### src/rtl/systolic_skew_feeder_pkg.sv
// Shared definitions for the systolic edge feeder: FSM encodings, PE pipe depth, lane slicing.
package systolic_skew_feeder_pkg;

    localparam logic [1:0] ST_IDLE   = 2'd0;
    localparam logic [1:0] ST_STREAM = 2'd1;
    localparam logic [1:0] ST_FLUSH  = 2'd2;
    localparam logic [1:0] ST_HOLD   = 2'd3;

    // Done must trail the last operand by the PE multiplier depth.
    localparam int PE_PIPE_STAGES   = 2;
    localparam int DONE_LAG_DEFAULT = PE_PIPE_STAGES;

    function automatic int lane_lsb(input int lane, input int width);
        return lane * width;
    endfunction

endpackage

### src/rtl/skew_delay_line.sv
// WIDTH x DEPTH shift register; exposes stages TAP_FIRST..DEPTH (1-based) as taps, lowest first.
// Latency: stage n holds the input from n edges ago; no backpressure, shifts every cycle.
module skew_delay_line #(
    parameter int WIDTH     = 16,
    parameter int DEPTH     = 1,
    parameter int TAP_FIRST = DEPTH
) (
    input  logic                                   clk,
    input  logic                                   reset,
    input  logic [WIDTH-1:0]                       d,
    output logic [(DEPTH-TAP_FIRST+1)*WIDTH-1:0]   taps
);

    logic [WIDTH-1:0] stage [DEPTH];

    always_ff @(posedge clk) begin
        if (reset) begin
            for (int j = 0; j < DEPTH; j++) begin
                stage[j] <= '0;
            end
        end else begin
            stage[0] <= d;
            for (int j = 1; j < DEPTH; j++) begin
                stage[j] <= stage[j-1];
            end
        end
    end

    for (genvar t = 0; t < DEPTH - TAP_FIRST + 1; t++) begin : g_tap
        assign taps[t*WIDTH +: WIDTH] = stage[TAP_FIRST-1+t];
    end

endmodule

### src/rtl/systolic_skew_feeder.sv
// Skews one operand vector per beat onto the array edge (lane i delayed i cycles) with per-lane done pulses.
// Latency 1+i cycles on lane i; s_ready drops from last beat until tile_ack is seen in HOLD.
module systolic_skew_feeder
    import systolic_skew_feeder_pkg::*;
#(
    parameter int WIDTH    = 16,
    parameter int LANES    = 4,
    parameter int DONE_LAG = DONE_LAG_DEFAULT,
    parameter int MAX_K    = 64
) (
    input  logic                        clk,
    input  logic                        reset,
    input  logic                        s_valid,
    output logic                        s_ready,
    input  logic [LANES*WIDTH-1:0]      s_data,
    input  logic                        s_last,
    output logic [LANES*WIDTH-1:0]      lane_data,
    output logic [LANES-1:0]            lane_done,
    output logic                        busy,
    output logic                        tile_hold,
    input  logic                        tile_ack,
    output logic [$clog2(MAX_K+1)-1:0]  k_count,
    output logic                        err_overrun
);

    localparam int KW      = $clog2(MAX_K+1);
    localparam int FLUSH_W = $clog2(LANES+DONE_LAG+1);
    localparam logic [FLUSH_W-1:0] FLUSH_LOAD = FLUSH_W'(LANES-1+DONE_LAG);
    localparam logic [KW-1:0]      K_LAST     = KW'(MAX_K-1);

    logic [1:0]         state;
    logic [1:0]         state_nxt;
    logic [FLUSH_W-1:0] flush_cnt;
    logic               accept;
    logic               at_limit;
    logic               beat_last;
    logic               overrun;

    assign accept    = s_valid && s_ready;
    assign at_limit  = (k_count == K_LAST);
    assign beat_last = accept && (s_last || at_limit);
    assign overrun   = accept && !s_last && at_limit;

    always_comb begin
        state_nxt = state;
        case (state)
            ST_IDLE, ST_STREAM: begin
                if (beat_last) begin
                    state_nxt = ST_FLUSH;
                end else if (accept) begin
                    state_nxt = ST_STREAM;
                end
            end
            ST_FLUSH: begin
                if (flush_cnt == '0) begin
                    state_nxt = ST_HOLD;
                end
            end
            ST_HOLD: begin
                if (tile_ack) begin
                    state_nxt = ST_IDLE;
                end
            end
            default: state_nxt = ST_IDLE;
        endcase
    end

    // Status outputs are registered from the next state so they line up with state.
    always_ff @(posedge clk) begin
        if (reset) begin
            state       <= ST_IDLE;
            s_ready     <= 1'b1;
            busy        <= 1'b0;
            tile_hold   <= 1'b0;
            k_count     <= '0;
            err_overrun <= 1'b0;
            flush_cnt   <= '0;
        end else begin
            state     <= state_nxt;
            s_ready   <= (state_nxt == ST_IDLE) || (state_nxt == ST_STREAM);
            busy      <= (state_nxt == ST_STREAM) || (state_nxt == ST_FLUSH);
            tile_hold <= (state_nxt == ST_HOLD);

            if (state == ST_HOLD && tile_ack) begin
                k_count <= '0;
            end else if (accept) begin
                k_count <= k_count + 1'b1;
            end

            if (overrun) begin
                err_overrun <= 1'b1;
            end

            if (state != ST_FLUSH && state_nxt == ST_FLUSH) begin
                flush_cnt <= FLUSH_LOAD;
            end else if (state == ST_FLUSH && flush_cnt != '0) begin
                flush_cnt <= flush_cnt - 1'b1;
            end
        end
    end

    // Non-accepted cycles feed zeros, which the MAC treats as no-ops.
    for (genvar i = 0; i < LANES; i++) begin : g_lane
        logic [WIDTH-1:0] lane_in;
        assign lane_in = accept ? s_data[lane_lsb(i, WIDTH) +: WIDTH] : '0;

        skew_delay_line #(
            .WIDTH (WIDTH),
            .DEPTH (i+1)
        ) u_lane (
            .clk   (clk),
            .reset (reset),
            .d     (lane_in),
            .taps  (lane_data[lane_lsb(i, WIDTH) +: WIDTH])
        );
    end

    skew_delay_line #(
        .WIDTH     (1),
        .DEPTH     (LANES+DONE_LAG),
        .TAP_FIRST (DONE_LAG+1)
    ) u_done (
        .clk   (clk),
        .reset (reset),
        .d     (beat_last),
        .taps  (lane_done)
    );

endmodule

### config.mk
export PLATFORM = sky130hd
export DESIGN_NAME = systolic_skew_feeder
export DESIGN_NICKNAME = d
export VERILOG_FILES = /design/src/rtl/systolic_skew_feeder_pkg.sv /design/src/rtl/skew_delay_line.sv /design/src/rtl/systolic_skew_feeder.sv
export SDC_FILE = /design/constraint.sdc
export NUM_CORES = 1
export LEC_CHECK = 0
export CORE_MARGIN = 2
export CORE_UTILIZATION = 51
export DETAILED_ROUTE_END_ITERATION = 6
export PLACE_DENSITY = 0.83
export SLEW_MARGIN = 25
export SYNTH_ARGS = -nofsm -noshare
export SYNTH_HDL_FRONTEND = slang
export SYNTH_SLANG_ARGS = --single-unit
### constraint.sdc
create_clock -name clk -period 2.9 [get_ports clk]
set_input_delay 0.435 -clock clk [delete_from_list [all_inputs] [get_ports clk]]
set_output_delay 0.435 -clock clk [all_outputs]
set_load 0.02 [all_outputs]
==> results of run 1 <==
Yosys cell counts, types with 2 or more instances:
| cell type | instances |
|---|---|
| and2_1 | 65 |
| buf_4 | 38 |
| xnor2_1 | 3 |
| and2b_1 | 28 |
| a21oi_1 | 7 |
| nand2b_1 | 2 |
| nor3_1 | 5 |
| ha_1 | 7 |
| nor2_1 | 11 |
| or3_1 | 3 |
| clkbuf_1 | 16 |
| dfxtp_1 | 182 |
| inv_1 | 4 |
| nor2b_1 | 76 |
| o21ai_0 | 3 |
| nand2_1 | 8 |
state kept, by name, summed over array words and instances (netlist names):
signal and cells:
flush_cnt 3, state 2, u_done.stage 6, err_overrun 1, s_ready 1, tile_hold 1, busy 1, g_lane.u_lane.stage 160
k_count 7
worst paths after layout:
path | from | to | depth (start not counted)
worst max-delay path | k_count[0] | flush_cnt[0] | 9
worst max register to register | k_count[0] | flush_cnt[0] | 9
worst min register to register | g_lane[2].u_lane.stage[0][28] | g_lane[2].u_lane.stage[0][44] | 1
worst min-delay path | reset | err_overrun | 2
area by class of cell:
cell class | instances | share of cell area [%]
sequential | 182 | 49.0
inverter | 4 | 0.202
clock buffer | 22 | 6.10
tap | 140 | 2.36
clock inverter | 10 | 1.65
multi-input combinational | 235 | 20.5
timing repair buffer | 149 | 20.1
power by group:
group	switching, mW	internal (mW)	leakage [nW]	total, mW
logic	0.177	0.226	1.26	0.403
clock network	0.910	1.28	0.272	2.19
registers	0.0346	2.60	1.48	2.63
total	1.12	4.10	3.01	5.22
cell usage in the layout (no fill, tap or decap), types with 4 or more instances in the layout:
cell type / netlist / routed
a21oi_1: 7 / 7
nor3_1: 5 / 5
clkdlybuf4s50_1: 0 / 146
inv_1: 4 / 4
clkbuf_16: 0 / 16
and2b_1: 28 / 28
nor2b_1: 76 / 76
nand2_1: 8 / 8
and2_1: 65 / 65
dfxtp_1: 182 / 182
nor2_1: 11 / 11
ha_1: 7 / 7
cells by family after synthesis:
family	after synthesis	synth area share [%]
AND/OR/NAND/NOR	205	23.0
adder cells (fa/ha/maj)	7	1.58
XOR/XNOR	4	0.632
AO/OA/AOI/OAI	18	2.08
flip-flops	182	65.7
buffers and inverters	60	6.79
multiplexers	1	0.181
worst reg2reg max path, stage by stage (launching register included):
cell      delay, ps
dfxtp_1         410
ha_1            210
nand3_2         130
o31a_1          310
nor3_2          210
a21o_1          140
ha_1            160
nand2_1          90
and3_1          190
a211oi_1        190
metal layers:
metal	up-vias	share of wire, %
li1	1661	-
met1	1480	40
met2	103	52
met3	12	6.7
met4	0	1.4
met5	-	0
==> metrics.csv, run 1 <==
stage;metric;value;unit
global_route;grt-busiest-layer;met2;
critical_path;start_kind;flop;
synthesis;syn-instance-count;477;
synthesis;synth_edf_count;0;
routing;drc_errors;0;
pwr;ir_worst_vdd;0.371;mV
global_route;grt_use_met3;6.33;%
timing;period_minus_slack;2120;ps
routing;num_vias;3256;
routing;first_pass_iters;4;
synthesis;synth_top_area_share;65.7;%
pwr;power_leakage;3.01;nW
floorplanning;core_area;10700;um^2
critical_path;crit_slowest_cell;dfxtp_1;
finish;stdcell_count;742;
finish;area_growth;34.0;%
global_route;use_met2;27.2;%
finish;num_antenna_cells;0;
synthesis;syn_nets;553;
critical_path;cp_slowest_stage_delay;410;ps
pwr;p_per_area;703;nW/um^2
synthesis;synth_top_cell_by_area;dfxtp_1;
placed_design;portBuffers;147;
timing;fmax;473;MHz
floorplanning;die_x;108;um
placed_design;dp_slack;607;ps
floorplanning;die-area;11700;um^2
finish;num-fill-cells;790;
pwr;power;5.22;mW
floorplanning;rows;38;
clock_network;root_buffer;clkbuf_8;
clock_network;htreeDepth;4;
finish;layout-drive-gt1-share;6.31;%
clock_network;cts_resized;0;
floorplanning;pin_count;148;
clock_network;clk_pin_slew;60;ps
clock_network;cts_tree;built;
timing;fin_ws;784;ps
critical_path;cp_cell_sequence;ha_1 -> nand3_2 -> o31a_1 -> nor3_2 -> a21o_1 -> ha_1 -> nand2_1 -> and3_1 -> a211oi_1;
critical_path;worst-setup-path-type;flop to flop;
synthesis;ys_seq_area_share;65.7;%
routing;drt_wl_total;8930;um
routing;detail_route.wl_per_cell;12.0;um
timing;slew_headroom;61.6;%
timing;period_share;73.0;%
global_route;track_usage;15.8;%
critical_path;arrival;2550;ps
timing;finalSetupViolCount;0;
global_route;grt_pass1_wl;14000;um
timing;rsz0062_at_grt;no;
floorplanning;start_util;51.6;%
routing;drtIter0Drc;129;
clock_network;cts_buffers;17;
placed_design;place_area;6860;um^2
global_route;grt_pass1_vias;3102;
placed_design;gp_congestion;0.759;
critical_path;cpLargestDelayFamily;compound AO/OA/AOI/OAI gates;
finish;regArea;3640;um^2
synthesis;async_flop_share;0;%
synthesis;syn_area;5550;um^2
outcome;outcome;finished, final reports clean;
finish;multi_input_area;1530;um^2
synthesis;ys_ff_latch;182;
timing;slew_viol_final;0;
timing;tns;0;ps
critical_path;cp.buffers_inverters;0;
critical_path;endpoint_kind;flop;
timing;whs;338;ps
run;maxCapViolCount;0;
timing;hold_viol;0;
clock_network;clock_sinks;182;
global_route;grt_max_degree;68;
clock_network;post-cts-setup-buffers;0;
placed_design;dp_hpwl;6100;um
placed_design;dpl.cell_count;710;
routing;vias_per_cell;4.39;
synthesis;synth_top_flop_cell;dfxtp_1;
floorplanning;die_y;108;um
hold_path;hold_class;primary input to flop;
synthesis;synth.distinct_cells;35;
clock_network;cts_buffer_depth;2;
synthesis;synth_warnings;0;
timing;skew;8.59;ps
global_route;use_met1;16.9;%
global_route;grt_antenna_before_repair;0;
critical_path;worstPathRequired;3330;ps
clock_network;clkLatencyLatePin;520;ps
critical_path;path_max_fanout;6;
finish;final_area;7430;um^2
routing;ant_nets;0;
synthesis;avgSynthCellArea;11.6;um^2
synthesis;synth.area.top_cells;dfxtp_1 66%, nor2b_1 8.6%, and2_1 7.3%, buf_4 5.1%, and2b_1 3.8%;
clock_network;holdBufCountCts;0;
global_route;gr-total-overflow;0;
finish;final_util;69.2;%
finish;final_nets;665;
critical_path;worst_path_most_repeated_cell;ha_1;
timing;worst_pin_slew;576;ps
critical_path;r2r_slack;780;ps
Power figures use the tool's default switching activity.
==> run 2: changes to the inputs <==
CORE_UTILIZATION = 47   (was 51)
PLACE_DENSITY = 0.77   (was 0.83)
clock period = 2.1 ns   (was 2.9 ns; I/O delays follow)
==> metrics.csv, run 2 (synthesis gave the netlist of run 1 again) <==
stage;metric;value;unit;change
outcome;outcome;finished, final reports clean;;unchanged
placed_design;portBuffers;147;;unchanged
finish;final_area;7530;um^2;was 7430 um^2
run;maxCapViolCount;0;;unchanged
floorplanning;rows;39;;was 38
timing;fmax;498;MHz;was 473 MHz
hold_path;hold_class;primary input to flop;;unchanged
global_route;gr-total-overflow;0;;unchanged
clock_network;cts_buffer_depth;2;;unchanged
pwr;power_leakage;3.07;nW;was 3.01 nW
routing;first_pass_iters;4;;unchanged
pwr;sw_frac_of_total;20.7;%;was 21.5%
critical_path;path_max_fanout;5;;was 6
clock_network;root_buffer;clkbuf_16;;was clkbuf_8
critical_path;start_kind;flop;;unchanged
floorplanning;core_area;11500;um^2;was 10700 um^2
critical_path;cp_cell_sequence;ha_1 -> nand3_2 -> o31a_1 -> nor3_2 -> a21o_1 -> ha_1 -> nand2_1 -> and3_1 -> a211oi_1;;unchanged
finish;layout-drive-gt1-share;7.89;%;was 6.31%
timing;period_minus_slack;2010;ps;was 2120 ps
clock_network;clock_sinks;182;;unchanged
critical_path;arrival;2330;ps;was 2550 ps
clock_network;clkLatencyLatePin;410;ps;was 520 ps
clock_network;holdBufCountCts;0;;unchanged
clock_network;htreeDepth;4;;unchanged
pwr;ir_worst_vdd;0.653;mV;was 0.371 mV
critical_path;endpoint_kind;flop;;unchanged
finish;layout_common_cells;180 x dfxtp_1, 146 x clkdlybuf4s50_1, 76 x nor2b_1;;was 182 x dfxtp_1, 146 x clkdlybuf4s50_1, 76 x nor2b_1
timing;period_share;95.7;%;was 73.0%
critical_path;cpLargestDelayFamily;compound AO/OA/AOI/OAI gates;;unchanged
floorplanning;start_util;48.4;%;was 51.6%
finish;stdcell_count;751;;was 742
pwr;p_comb_share;7.7;%;about the same
placed_design;place_area;6890;um^2;was 6860 um^2
finish;regArea;3650;um^2;was 3640 um^2
finish;multi_input_area;1530;um^2;unchanged
timing;finalSetupViolCount;0;;unchanged
critical_path;worst-setup-path-type;flop to flop;;unchanged
critical_path;crit_path_start;k_count[0];;unchanged
routing;vias_per_cell;4.36;;was 4.39
global_route;track_usage;15.0;%;was 15.8%
global_route;grt_pass1_vias;3202;;was 3102
finish;largest-register;g_lane.u_lane.stage;;unchanged
pwr;seqPwrFrac;49.1;%;was 50.4%
global_route;grt_pass1_wl;14600;um;was 14000 um
finish;num_antenna_cells;0;;unchanged
floorplanning;pin_count;148;;unchanged
clock_network;cts_tree;built;;unchanged
finish;num-fill-cells;871;;was 790
floorplanning;die_x;113;um;was 108 um
critical_path;worst_path_most_repeated_cell;ha_1;;unchanged
routing;num_vias;3275;;was 3256
timing;hold_viol;0;;unchanged
global_route;grt_antenna_before_repair;0;;unchanged
hold_path;hold_start;reset;;unchanged
pwr;power.share.clock;43.3;%;was 41.9%
floorplanning;die-area;12700;um^2;was 11700 um^2
finish;final_nets;671;;was 665
timing;worst_pin_slew;310;ps;was 576 ps
routing;drtIter0Drc;131;;was 129
routing;drc_errors;0;;unchanged
pwr;p_per_area;985;nW/um^2;was 703 nW/um^2
critical_path;r2r_slack;90;ps;was 780 ps
pwr;p_switching;1.53;mW;was 1.12 mW
finish;reg_top3;g_lane.u_lane.stage: 160 flops, k_count: 7 flops, u_done.stage: 6 flops;;unchanged
routing;detail_route.wl_per_cell;12.2;um;was 12.0 um
global_route;grt_max_degree;67;;was 68
timing;slew_headroom;79.3;%;was 61.6%
placed_design;dpl.cell_count;717;;was 710
critical_path;reg2reg_from;k_count[0];;unchanged
floorplanning;die_y;113;um;was 108 um
finish;mostFrequentLayoutCell;dfxtp_1;;unchanged
timing;skew;3.32;ps;was 8.59 ps
placed_design;gp_congestion;0.788;;was 0.759
finish;area_growth;35.8;%;was 34.0%
critical_path;cp.buffers_inverters;0;;unchanged
finish;largest_reg_flops;160;;unchanged
pwr;cellInternalPower;5.88;mW;was 4.10 mW
routing;ant_nets;0;;unchanged
critical_path;crit_slowest_cell;dfxtp_4;;was dfxtp_1
critical_path;worstPathRequired;2430;ps;was 3330 ps
routing;drt_wl_total;9160;um;was 8930 um
clock_network;clk_pin_slew;60;ps;about the same
clock_network;cts_buffers;17;;unchanged
timing;slew_viol_final;0;;unchanged
critical_path;cp_slowest_stage_delay;370;ps;was 410 ps
timing;fin_ws;90.6;ps;was 784 ps
placed_design;dp_slack;21.9;ps;was 607 ps
placed_design;dp_hpwl;6450;um;was 6100 um
[run 2: cell count changes in the layout (fill, tap and decap cells not counted)]
cell,before,now
buf_4,2,8
clkbuf_1,3,1
dfxtp_1,182,180
bufinv_16,2,3
clkbuf_16,16,17
clkinv_2,1,2
dfxtp_2,0,1
dfxtp_4,0,1
inv_6,1,0
[run 2: stage by stage]
step | total power [mW] | hold WS (ps) | setup TNS (ps) | util [%]
after floorplan | 4.02 | 411 | 0 | -
after CTS | 7.51 | 182 | 0 | 65.5
after global routing | 7.71 | 202 | -5.01 | 65.7
after global placement | 4.26 | 412 | 0 | 60.1
final | 7.42 | 202 | 0 | 65.7
after detailed placement | 4.29 | 418 | 0 | 60.1
[run 2: path summary, 6_finish.rpt]
path | endpoint | cells after the start
worst max-delay path | flush_cnt[0] | 9
worst min-delay path | flush_cnt[2] | 2
worst max register to register | flush_cnt[0] | 9
worst min register to register | g_lane[3].u_lane.stage[1][12] | 1
[run 2: what timing repair did]
item / 4_1_cts / 5_1_grt
resized for setup: 1 / 2
endpoints found under the hold margin: 0 / 0
setup buffers: 0 / 2
endpoints found under the setup margin: 1 / 2
pin swaps: 0 / 2
[run 2: layout make-up]
class                           count  share of cell area, %
Sequential cell                   182                   48.5
Timing Repair Buffer              155                   20.5
Multi-Input combinational cell    235                   20.3
Clock buffer                       21                   6.25
Tap cell                          143                   2.38
Clock inverter                     11                   1.98
Inverter                            4                  0.199
[run 2: power groups by stage]
stage | clock network [mW] | logic (mW) | registers, mW
5_1_grt | 3.44 | 0.621 | 3.65
3_5_place_dp | 0 | 0.572 | 3.71
2_1_floorplan | 0 | 0.278 | 3.74
4_1_cts | 3.29 | 0.575 | 3.64
6_report | 3.21 | 0.569 | 3.64
3_3_place_gp | 0 | 0.553 | 3.71
[run 2: metal layers]
metal	part of all wire, %	wire [um]	up-vias	global-route usage (%)
met3	8.8	803	14	7.51
met2	49	4450	112	24.6
li1	-	-	1673	-
met1	41	3730	1476	15.7
met5	0	0	-	0
met4	1.9	174	0	7.89
==> run 3: changes to the inputs <==
CORE_MARGIN = not set   (was 2)
CORE_UTILIZATION = 49   (was 47)
PLACE_DENSITY = 0.78   (was 0.77)
SYNTH_HIERARCHICAL = 1   (was not set)
==> metrics.csv, run 3 <==
stage;metric;value;unit;change
critical_path;worst-setup-path-type;flop to flop;;unchanged
hold_path;hold_depth;2;;unchanged
outcome;outcome;finished, final reports clean;;unchanged
finish;layout_common_cells;181 x dfxtp_1, 145 x clkdlybuf4s50_1, 96 x nor2b_1;;was 180 x dfxtp_1, 146 x clkdlybuf4s50_1, 76 x nor2b_1
synthesis;synth.area.top_cells;dfxtp_1 59%, nor2b_1 9.7%, nor2b_2 9.5%, and3_1 6.6%, buf_4 4.7%;;was dfxtp_1 66%, nor2b_1 8.6%, and2_1 7.3%, buf_4 5.1%, and2b_1 3.8%
finish;reg_top3;g_lane.u_lane/stage: 160 flops, k_count: 7 flops, u_done/stage: 6 flops;;was g_lane.u_lane.stage: 160 flops, k_count: 7 flops, u_done.stage: 6 flops
clock_network;cts_resized;0;;was 1
finish;largest-register;g_lane.u_lane/stage;;was g_lane.u_lane.stage
routing;drtIter0Drc;134;;was 131
clock_network;htreeDepth;4;;unchanged
pwr;p_per_area;935;nW/um^2;was 985 nW/um^2
run;maxCapViolCount;0;;unchanged
pwr;power_leakage;3.28;nW;was 3.07 nW
finish;stdcell_count;830;;was 751
timing;period_minus_slack;1940;ps;was 2010 ps
critical_path;endpoint_kind;flop;;unchanged
placed_design;gp_congestion;0.742;;was 0.788
placed_design;portBuffers;147;;unchanged
timing;skew;6.32;ps;was 3.32 ps
timing;rsz0062_at_grt;no;;
clock_network;cts_tree;built;;unchanged
floorplanning;rows;40;;was 39
timing;period_share;92.6;%;was 95.7%
placed_design;dpl.cell_count;798;;was 717
clock_network;cts_buffer_depth;2;;unchanged
critical_path;start_kind;flop;;unchanged
clock_network;holdBufCountCts;0;;unchanged
synthesis;synth_compound_area_share;1.59;%;was 2.08%
clock_network;clkLatencyLatePin;420;ps;was 410 ps
timing;finalSetupViolCount;0;;unchanged
synthesis;yosysMostFrequentCell;dfxtp_1;;unchanged
finish;layout-drive-gt1-share;18.3;%;was 7.89%
clock_network;post-cts-setup-buffers;0;;unchanged
routing;drt_wl_total;10000;um;was 9160 um
synthesis;synth_xor_area_share;1.13;%;was 0.632%
finish;num-fill-cells;964;;was 871
finish;num_antenna_cells;0;;unchanged
timing;whs;251;ps;was 202 ps
timing;slew_headroom;63.2;%;was 79.3%
synthesis;synth.distinct_cells;35;;unchanged
routing;detail_route.wl_per_cell;12.1;um;was 12.2 um
clock_network;cts_buffers;17;;unchanged
finish;area_growth;30.6;%;was 35.8%
synthesis;synth_top_area_share;58.8;%;was 65.7%
floorplanning;die-area;13100;um^2;was 12700 um^2
global_route;gr-total-overflow;0;;unchanged
floorplanning;core_area;12200;um^2;was 11500 um^2
synthesis;netlist_top_cells_count;182 x dfxtp_1, 96 x nor2b_1, 67 x nor2b_2;;was 182 x dfxtp_1, 76 x nor2b_1, 65 x and2_1
synthesis;syn-instance-count;545;;was 477
global_route;track_usage;16.2;%;was 15.0%
global_route;grt_pass1_vias;3604;;was 3202
routing;first_pass_iters;4;;unchanged
routing;num_vias;3649;;was 3275
synthesis;synth_adder_area_share;1.01;%;was 1.58%
global_route;grt_antenna_before_repair;0;;unchanged
global_route;grt_max_degree;66;;was 67
pwr;ir_worst_vdd;0.397;mV;was 0.653 mV
placed_design;dp_slack;153;ps;was 21.9 ps
synthesis;avgSynthCellArea;11.4;um^2;was 11.6 um^2
floorplanning;start_util;51.0;%;was 48.4%
synthesis;synth_top_flop_cell;dfxtp_1;;unchanged
timing;tns;0;ps;unchanged
routing;vias_per_cell;4.40;;was 4.36
global_route;grt_pass1_wl;16300;um;was 14600 um
finish;final_nets;723;;was 671
synthesis;yosys.area_share.simple;28.9;%;was 23.0%
synthesis;synth_warnings;6;;was 0
critical_path;reg2reg_depth;9;;unchanged
placed_design;dp_hpwl;6650;um;was 6450 um
synthesis;synthMuxAreaShare;0.182;%;was 0.181%
critical_path;arrival;2290;ps;was 2330 ps
synthesis;syn_nets;619;;was 553
timing;fin_ws;156;ps;was 90.6 ps
critical_path;path_max_fanout;4;;was 5
timing;fmax;514;MHz;was 498 MHz
synthesis;synth_top_cell_by_area;dfxtp_1;;unchanged
routing;ant_nets;0;;unchanged
finish;largest_reg_flops;160;;unchanged
synthesis;synth_top_family_by_area;simple AND/OR/NAND/NOR gates;;unchanged
timing;slew_viol_final;0;;unchanged
timing;hold_viol;0;;unchanged
floorplanning;die_x;114;um;was 113 um
synthesis;async_flop_share;0;%;unchanged
routing;drc_errors;0;;unchanged
floorplanning;pin_count;148;;unchanged
timing;worst_pin_slew;551;ps;was 310 ps
critical_path;worstPathRequired;2450;ps;was 2430 ps
synthesis;ys_seq_area_share;58.8;%;was 65.7%
synthesis;syn_area;6200;um^2;was 5550 um^2
clock_network;root_buffer;clkbuf_16;;unchanged
floorplanning;die_y;114;um;was 113 um
hold_path;hold_class;primary input to flop;;unchanged
clock_network;clk_pin_slew;70;ps;was 60 ps
critical_path;r2r_slack;160;ps;was 90 ps
clock_network;clock_sinks;182;;unchanged
synthesis;synth_edf_count;0;;unchanged
finish;mostFrequentLayoutCell;dfxtp_1;;unchanged
synthesis;ys_ff_latch;182;;unchanged
==> run 3: changes by cell type after synthesis, moves of 8 or more <==
| cell | delta |
|---|---|
| nor2b_2 | +67 |
| buf_6 | +8 |
| and2_1 | -64 |
| nor2b_1 | +20 |
| and2b_1 | -28 |
| and3_1 | +64 |
==> run 3: kinds of logic (layout without fill, tap and decap cells) <==
| kind of cell | Yosys count | in the layout |
|---|---|---|
| adders and majority gates | 5 | 5 |
| xor gates and xnor gates | 8 | 8 |
| and+or+nand+nor | 260 | 260 |
| muxes | 1 | 1 |
| AOI/OAI and AO/OA | 15 | 15 |
| DFF | 182 | 182 |
| buffers and inverters | 74 | 191 |
==> run 3: layout make-up <==
cell class                 count  area [um^2]  share of cell area (%)
sequential                   182         3640                    45.0
inverter                       6         22.5                   0.278
timing repair buffer         153         1540                    19.0
tap                          168          210                    2.60
clock buffer                  19          453                    5.59
clock inverter                13          193                    2.38
multi-input combinational    289         2040                    25.1
==> run 3: per-stage QoR <==
step / util [%] / cell area, um^2 / total power, mW
after global routing: 66.6 / 8100 / 7.85
after global placement: 61.3 / 7450 / 4.25
final: 66.6 / 8100 / 7.57
after detailed placement: 61.3 / 7450 / 4.27
after floorplan: - / 6200 / 4.04
after CTS: 66.6 / 8100 / 7.65
==> run 3: path summary, 6_finish.rpt <==
| check | from | endpoint |
|---|---|---|
| worst max-delay path | k_count[0] | flush_cnt[1] |
| worst min register to register | g_lane[2].u_lane/stage[0][2] | g_lane[2].u_lane/stage[0][18] |
| worst max register to register | k_count[0] | flush_cnt[1] |
| worst min-delay path | reset | busy |
==> run 3: routing by layer <==
metal,global-route usage [%],part of all wire (%),vias to the layer above
li1,-,-,1893
met1,16.8,41,1637
met2,28.0,50,95
met3,6.30,6.1,24
met4,9.35,3.1,0
met5,0,0,-
==> run 3: where the power goes <==
part	switching (mW)	leakage, nW	internal, mW
Sequential	0.0375	1.48	3.56
Combinational	0.260	1.48	0.330
Clock	1.31	0.316	2.07
==> run 3: worst max-delay path, cell delays in order, from the launching register on <==
cell	delay [ps]
dfxtp_1	340
ha_1	240
nand2_1	120
nor3_1	70
o21a_2	220
mux2_2	290
ha_1	180
o21ai_0	140
nand3b_1	120
a21oi_1	160
